## src/rtl/subtractor_pkg.sv

```systemverilog
// Shared definitions for the bit-serial subtractor: FSM encodings and default width.
package subtractor_pkg;

  localparam int unsigned DEFAULT_WIDTH = 4;

  typedef enum logic [1:0] {
    ST_IDLE = 2'd0,
    ST_RUN  = 2'd1,
    ST_DONE = 2'd2
  } state_t;

endpackage

```

## src/rtl/full_subtractor.sv

```systemverilog
// One-bit full subtractor: difference and borrow for a single bit position.
module full_subtractor (
  input  logic a,
  input  logic b,
  input  logic br_in,
  output logic d,
  output logic br_out
);

  assign d      = a ^ b ^ br_in;
  assign br_out = (~a & b) | (~(a ^ b) & br_in);

endmodule

```

## src/rtl/serial_subtractor.sv

```systemverilog
// Bit-serial subtractor: computes a - b - b_in LSB first, one bit per clock,
// publishing diff/b_out only once the whole word has been processed.
module serial_subtractor
  import subtractor_pkg::*;
#(
  parameter int unsigned WIDTH = DEFAULT_WIDTH
) (
  input  logic             clk,
  input  logic             rst_n,
  input  logic             start,
  input  logic [WIDTH-1:0] a,
  input  logic [WIDTH-1:0] b,
  input  logic             b_in,
  output logic             busy,
  output logic             done,
  output logic [WIDTH-1:0] diff,
  output logic             b_out
);

  localparam int unsigned CNT_W = $clog2(WIDTH) + 1;

  state_t             state_q, state_d;
  logic               load, step, finish;
  logic [CNT_W-1:0]   cnt_q;
  logic [WIDTH-1:0]   a_sr, b_sr, res_sr;
  logic               br_q;
  logic               bit_d, br_nxt;

  full_subtractor u_fs (
    .a      (a_sr[0]),
    .b      (b_sr[0]),
    .br_in  (br_q),
    .d      (bit_d),
    .br_out (br_nxt)
  );

  // Next-state and datapath control
  always_comb begin
    state_d = state_q;
    load    = 1'b0;
    step    = 1'b0;
    finish  = 1'b0;
    case (state_q)
      ST_IDLE: begin
        if (start) begin
          load    = 1'b1;
          state_d = ST_RUN;
        end
      end
      ST_RUN: begin
        step = 1'b1;
        if (cnt_q == CNT_W'(WIDTH - 1)) begin
          finish  = 1'b1;
          state_d = ST_DONE;
        end
      end
      ST_DONE: begin
        if (start) begin
          load    = 1'b1;
          state_d = ST_RUN;
        end else begin
          state_d = ST_IDLE;
        end
      end
      default: state_d = ST_IDLE;
    endcase
  end

  // State register with status flags registered from the next state
  always_ff @(posedge clk) begin
    if (!rst_n) begin
      state_q <= ST_IDLE;
      busy    <= 1'b0;
      done    <= 1'b0;
    end else begin
      state_q <= state_d;
      busy    <= (state_d == ST_RUN);
      done    <= (state_d == ST_DONE);
    end
  end

  // Operand/result shift registers; diff only changes on the final bit
  always_ff @(posedge clk) begin
    if (!rst_n) begin
      a_sr   <= '0;
      b_sr   <= '0;
      res_sr <= '0;
      br_q   <= 1'b0;
      cnt_q  <= '0;
      diff   <= '0;
      b_out  <= 1'b0;
    end else if (load) begin
      a_sr   <= a;
      b_sr   <= b;
      br_q   <= b_in;
      res_sr <= '0;
      cnt_q  <= '0;
    end else if (step) begin
      a_sr   <= {1'b0, a_sr[WIDTH-1:1]};
      b_sr   <= {1'b0, b_sr[WIDTH-1:1]};
      res_sr <= {bit_d, res_sr[WIDTH-1:1]};
      br_q   <= br_nxt;
      cnt_q  <= cnt_q + CNT_W'(1);
      if (finish) begin
        diff  <= {bit_d, res_sr[WIDTH-1:1]};
        b_out <= br_nxt;
      end
    end
  end

endmodule

```

## config.mk

```make
export PLATFORM = sky130hd
export DESIGN_NAME = serial_subtractor
export DESIGN_NICKNAME = d
export VERILOG_FILES = /design/src/rtl/subtractor_pkg.sv /design/src/rtl/full_subtractor.sv /design/src/rtl/serial_subtractor.sv
export SDC_FILE = /design/constraint.sdc
export NUM_CORES = 1
export LEC_CHECK = 0
export ABC_CLOCK_PERIOD_IN_PS = 1100
export CAP_MARGIN = 30
export CORE_ASPECT_RATIO = 1.4
export CORE_MARGIN = 3
export CORE_UTILIZATION = 35
export CTS_CLUSTER_DIAMETER = 100
export DETAILED_ROUTE_END_ITERATION = 16
export GPL_ROUTABILITY_DRIVEN = 0
export PLACE_DENSITY = 0.58
export SLEW_MARGIN = 20
export SYNTH_ARGS = -nofsm -noshare
export SYNTH_HDL_FRONTEND = slang
export SYNTH_SLANG_ARGS = --single-unit
```

## constraint.sdc

```tcl
create_clock -name clk -period 1.1 [get_ports clk]
set_input_delay 0.165 -clock clk [delete_from_list [all_inputs] [get_ports clk]]
set_output_delay 0.165 -clock clk [all_outputs]
set_load 0.02 [all_outputs]
```

==> impl_metrics.sql <==
INSERT INTO impl_metrics (metric_group, metric, value, unit) VALUES
('die', 'core', '2500', 'µm²'),
('worst_setup_path', 'crit_family', 'flip-flops', ''),
('worst_setup_path', 'crit_end', 'b_out', ''),
('timing', 'clock-skew-final', '0.00876', 'ns'),
('place', 'placed_area', '1250', 'µm²'),
('worst_setup_path', 'critical-path-slowest-cell', 'sky130_fd_sc_hd__dfxtp_2', ''),
('worst_setup_path', 'worst_ep_arrival_time', '1.37', 'ns'),
('die', 'rows', '21', ''),
('logic_synthesis', 'post_synth_num_cell_types', '27', ''),
('layout', 'layout-drive-gt1-share', '28.0', '%'),
('timing', 'slew_viol_final', '0', ''),
('layout', 'n_fill_cell', '249', ''),
('detailed_routing', 'maxUsedRoutingLayer', 'met4', ''),
('worst_setup_path', 'cp-startpoint', 'cnt_q[1]', ''),
('timing', 'report.final.setup_viol', '9', ''),
('pwr', 'totalPowerFinal', '0.00170', 'W'),
('run', 'drv_cap', '0', ''),
('timing', 'max_clock_freq', '859', 'MHz'),
('timing', 'fin_crit', '1.16', 'ns'),
('worst_setup_path', 'worst_r2r_endpoint', 'b_out', ''),
('timing', 'fin_crit_sh', '106', '%'),
('logic_synthesis', 'sequential_cell_area_fraction_in_the_yosys_report', '50.3', '%'),
('logic_synthesis', 'postSynthRegisterBits', '24', ''),
('die', 'initial_cell_density_of_the_core', '38.2', '%'),
('detailed_routing', 'vias', '826', ''),
('detailed_routing', 'wl', '2100', 'µm'),
('global_routing', 'maximum_number_of_pins_on_one_net_before_global_route_repair', '21', ''),
('detailed_routing', 'detailedRoute.firstPassIterationCount', '4', ''),
('worst_setup_path', 'setup.worst_path.class', 'reg2reg', ''),
('detailed_routing', 'wire_per_inst', '12.6', 'µm'),
('detailed_routing', 'met2_wirelength', '1090', 'µm'),
('timing', 'setup_repair_after_global_routing_missed_its_margin', 'yes', ''),
('detailed_routing', 'routedLengthMet1', '882', 'µm'),
('clocking', 'path_clk_slew', '0.13', 'ns'),
('clocking', 'cts.htree.levels', '1', ''),
('clocking', 'clock-sinks', '24', ''),
('clocking', 'post_cts_hold_buffer_count', '0', ''),
('timing', 'actual_transition_at_the_worst_max_transition_pin', '0.411', 'ns'),
('pwr', 'pwr_dens', '1320', 'nW/µm²'),
('clocking', 'cts_root_buf', 'sky130_fd_sc_hd__clkbuf_4', ''),
('worst_setup_path', 'critical-path-top-cell-by-count', 'sky130_fd_sc_hd__ha_4', ''),
('worst_setup_path', 'start_kind', 'flip-flop', ''),
('logic_synthesis', 'syn-instance-count', '107', ''),
('status', 'failed_checks', 'negative setup slack', ''),
('global_routing', 'first_pass_grt_wire_length', '3400', 'µm'),
('pwr', 'total_leakage_power', '0.477', 'nW'),
('logic_synthesis', 'syn-cell-area', '955', 'µm²'),
('worst_setup_path', 'worstPathBufferInverterCount', '0', ''),
('worst_setup_path', 'timing.critical_path.cells', 'ha_4 > ha_4 > nand3b_1 > nand2_1 > a21oi_1', ''),
('die', 'i_o_pin_count', '19', ''),
('detailed_routing', 'detail_route.drc_violations', '0', ''),
('detailed_routing', 'avgViaCountPerCell', '4.98', ''),
('logic_synthesis', 'syn_nets', '122', ''),
('place', 'place_hpwl', '1490', 'µm'),
('worst_setup_path', 'crit_required', '1.31', 'ns'),
('detailed_routing', 'detailedRoute.firstIterationViolations', '27', ''),
('worst_setup_path', 'worst_reg2reg_startpoint', 'cnt_q[1]', ''),
('timing', 'final_critical_path_setup_slack', '-0.0648', 'ns'),
('timing', 'max_slew_margin', '72.6', '%'),
('clocking', 'clk_latency', '0.32', 'ns'),
('status', 'run_status', 'finished, violations left', ''),
('detailed_routing', 'sum_of_met3_wire_segment_lengths_after_detailed_routing', '97', 'µm'),
('worst_setup_path', 'timing.reg2reg.worst_path_depth', '5', ''),
('worst_setup_path', 'cp_slowest_stage_delay', '0.38', 'ns'),
('logic_synthesis', 'postSynth.topFlopCell', 'sky130_fd_sc_hd__dfxtp_1', ''),
('layout', 'syn2layout_area_growth', '34.9', '%'),
('die', 'die_height', '67.8', 'µm'),
('min_path', 'holdCritPathClass', 'in2reg', ''),
('clocking', 'tritoncts', 'yes', ''),
('worst_setup_path', 'setup.worst_path.end_class', 'flip-flop', ''),
('die', 'floorplan.die_area', '3400', 'µm²');
==> worst min-delay path, cell delays in order <==
cell and delay (ns):
sky130_fd_sc_hd__clkdlybuf4s50_1 0.39, sky130_fd_sc_hd__nand2_1 0.05, sky130_fd_sc_hd__a21oi_1 0.05
==> sequential cells by signal, indices dropped and copies added (netlist names), 2 cells and up <==
signal	flops
cnt_q	3
res_sr	3
diff	4
state_q	2
b_sr	4
a_sr	4
==> layout make-up <==
type	instances	area [µm²]	area share (%)
sequential	24	488	37.9
timing repair buffer	28	255	19.8
clock buffer	4	36.3	2.82
tap	34	42.5	3.30
multi-input combinational	73	454	35.3
inverter	3	11.3	0.875
==> stage by stage <==
stage / setup TNS (ns) / utilization [%] / worst slack (ns) / hold slack [ns] / cells
floorplan: -0.0751 / - / -0.0188 / 0.298 / 107
global placement: -3.15 / 49.9 / -0.181 / 0.448 / 161
detailed placement: -3.40 / 49.9 / -0.194 / 0.453 / 161
CTS: -0.448 / 51.8 / -0.0840 / 0.377 / 166
global route: -0.801 / 51.6 / -0.121 / 0.389 / 166
finish: -0.331 / 51.6 / -0.0648 / 0.379 / 166
==> what timing repair did <==
item / CTS / global route
endpoints found under the hold margin: 0 / 0
setup buffers: 1 / 0
resized for setup: 30 / 6
pin swaps: 2 / 8
setup endpoints to repair: 20 / 26
==> worst min path at each step <==
stage | from | to | depth (start not counted)
after floorplan | a[3] | a_sr[3] | 2
after global placement | b_sr[3] | b_sr[3] | 2
after detailed placement | a_sr[3] | a_sr[3] | 2
after CTS | b[3] | b_sr[3] | 3
after global routing | a[3] | a_sr[3] | 3
final | b[3] | b_sr[3] | 3
==> synthesized netlist by cell type (all sizes together) (2+ instances only) <==
| cell | instances | area, µm² |
|---|---|---|
| a21oi | 12 | 60.1 |
| a211oi | 2 | 25.0 |
| o21ai | 2 | 10.0 |
| nor3 | 6 | 30.0 |
| nand2b | 2 | 15.0 |
| a22oi | 2 | 15.0 |
| ha | 2 | 25.0 |
| a31oi | 2 | 12.5 |
| nor2 | 7 | 26.3 |
| buf | 6 | 46.3 |
| nand3 | 6 | 30.0 |
| o22ai | 3 | 18.8 |
| dfxtp | 24 | 480 |
| nand2 | 20 | 75.1 |
| inv | 3 | 11.3 |
==> layer usage <==
| metal | GRT usage (%) | vias up |
|---|---|---|
| met5 | 0 | - |
| met4 | 6.23 | 0 |
| met3 | 2.21 | 4 |
| met2 | 24.5 | 20 |
| met1 | 13.8 | 388 |
| li1 | - | 414 |
==> cell families after synthesis <==
family	Yosys count	synth area share, %
and+or+nand+nor	44	21.0
AOI/OAI and AO/OA	25	16.5
DFF	24	50.3
buffers and inverters	10	6.55
adders and majority gates	3	4.72
xor gates and xnor gates	1	0.918
==> power by group <==
| part | switching (W) | leakage, nW | internal [W] |
|---|---|---|---|
| Sequential | 0.0000291 | 0.198 | 0.000915 |
| Combinational | 0.000138 | 0.258 | 0.000151 |
| Clock | 0.000264 | 0.0210 | 0.000202 |
| Total | 0.000431 | 0.477 | 0.00127 |
==> cell usage in the layout (no fill, tap or decap) <==
cell	count
sky130_fd_sc_hd__clkdlybuf4s15_2	1
sky130_fd_sc_hd__nand3_1	6
sky130_fd_sc_hd__buf_6	1
sky130_fd_sc_hd__nor2_1	7
sky130_fd_sc_hd__o21ai_0	2
sky130_fd_sc_hd__nand2_1	20
sky130_fd_sc_hd__a21oi_1	12
sky130_fd_sc_hd__fa_2	1
sky130_fd_sc_hd__and2b_4	1
sky130_fd_sc_hd__a211oi_2	2
sky130_fd_sc_hd__o22ai_1	3
sky130_fd_sc_hd__dfxtp_2	6
sky130_fd_sc_hd__clkbuf_8	1
sky130_fd_sc_hd__xnor2_1	1
sky130_fd_sc_hd__ha_4	2
sky130_fd_sc_hd__clkbuf_4	3
sky130_fd_sc_hd__nand3b_1	1
sky130_fd_sc_hd__buf_2	5
sky130_fd_sc_hd__a22oi_1	1
sky130_fd_sc_hd__a31oi_1	2
sky130_fd_sc_hd__inv_1	2
sky130_fd_sc_hd__o21a_1	1
sky130_fd_sc_hd__clkdlybuf4s50_1	11
sky130_fd_sc_hd__nand2b_4	1
sky130_fd_sc_hd__buf_4	7
sky130_fd_sc_hd__buf_12	2
sky130_fd_sc_hd__nand2b_1	1
sky130_fd_sc_hd__inv_2	1
sky130_fd_sc_hd__nor2b_1	1
sky130_fd_sc_hd__nor3_1	5
sky130_fd_sc_hd__clkbuf_2	1
sky130_fd_sc_hd__a22oi_2	1
sky130_fd_sc_hd__dfxtp_1	18
sky130_fd_sc_hd__nor3_2	1
sky130_fd_sc_hd__a311oi_1	1
Note: power is estimated with default switching activity, not from simulation.
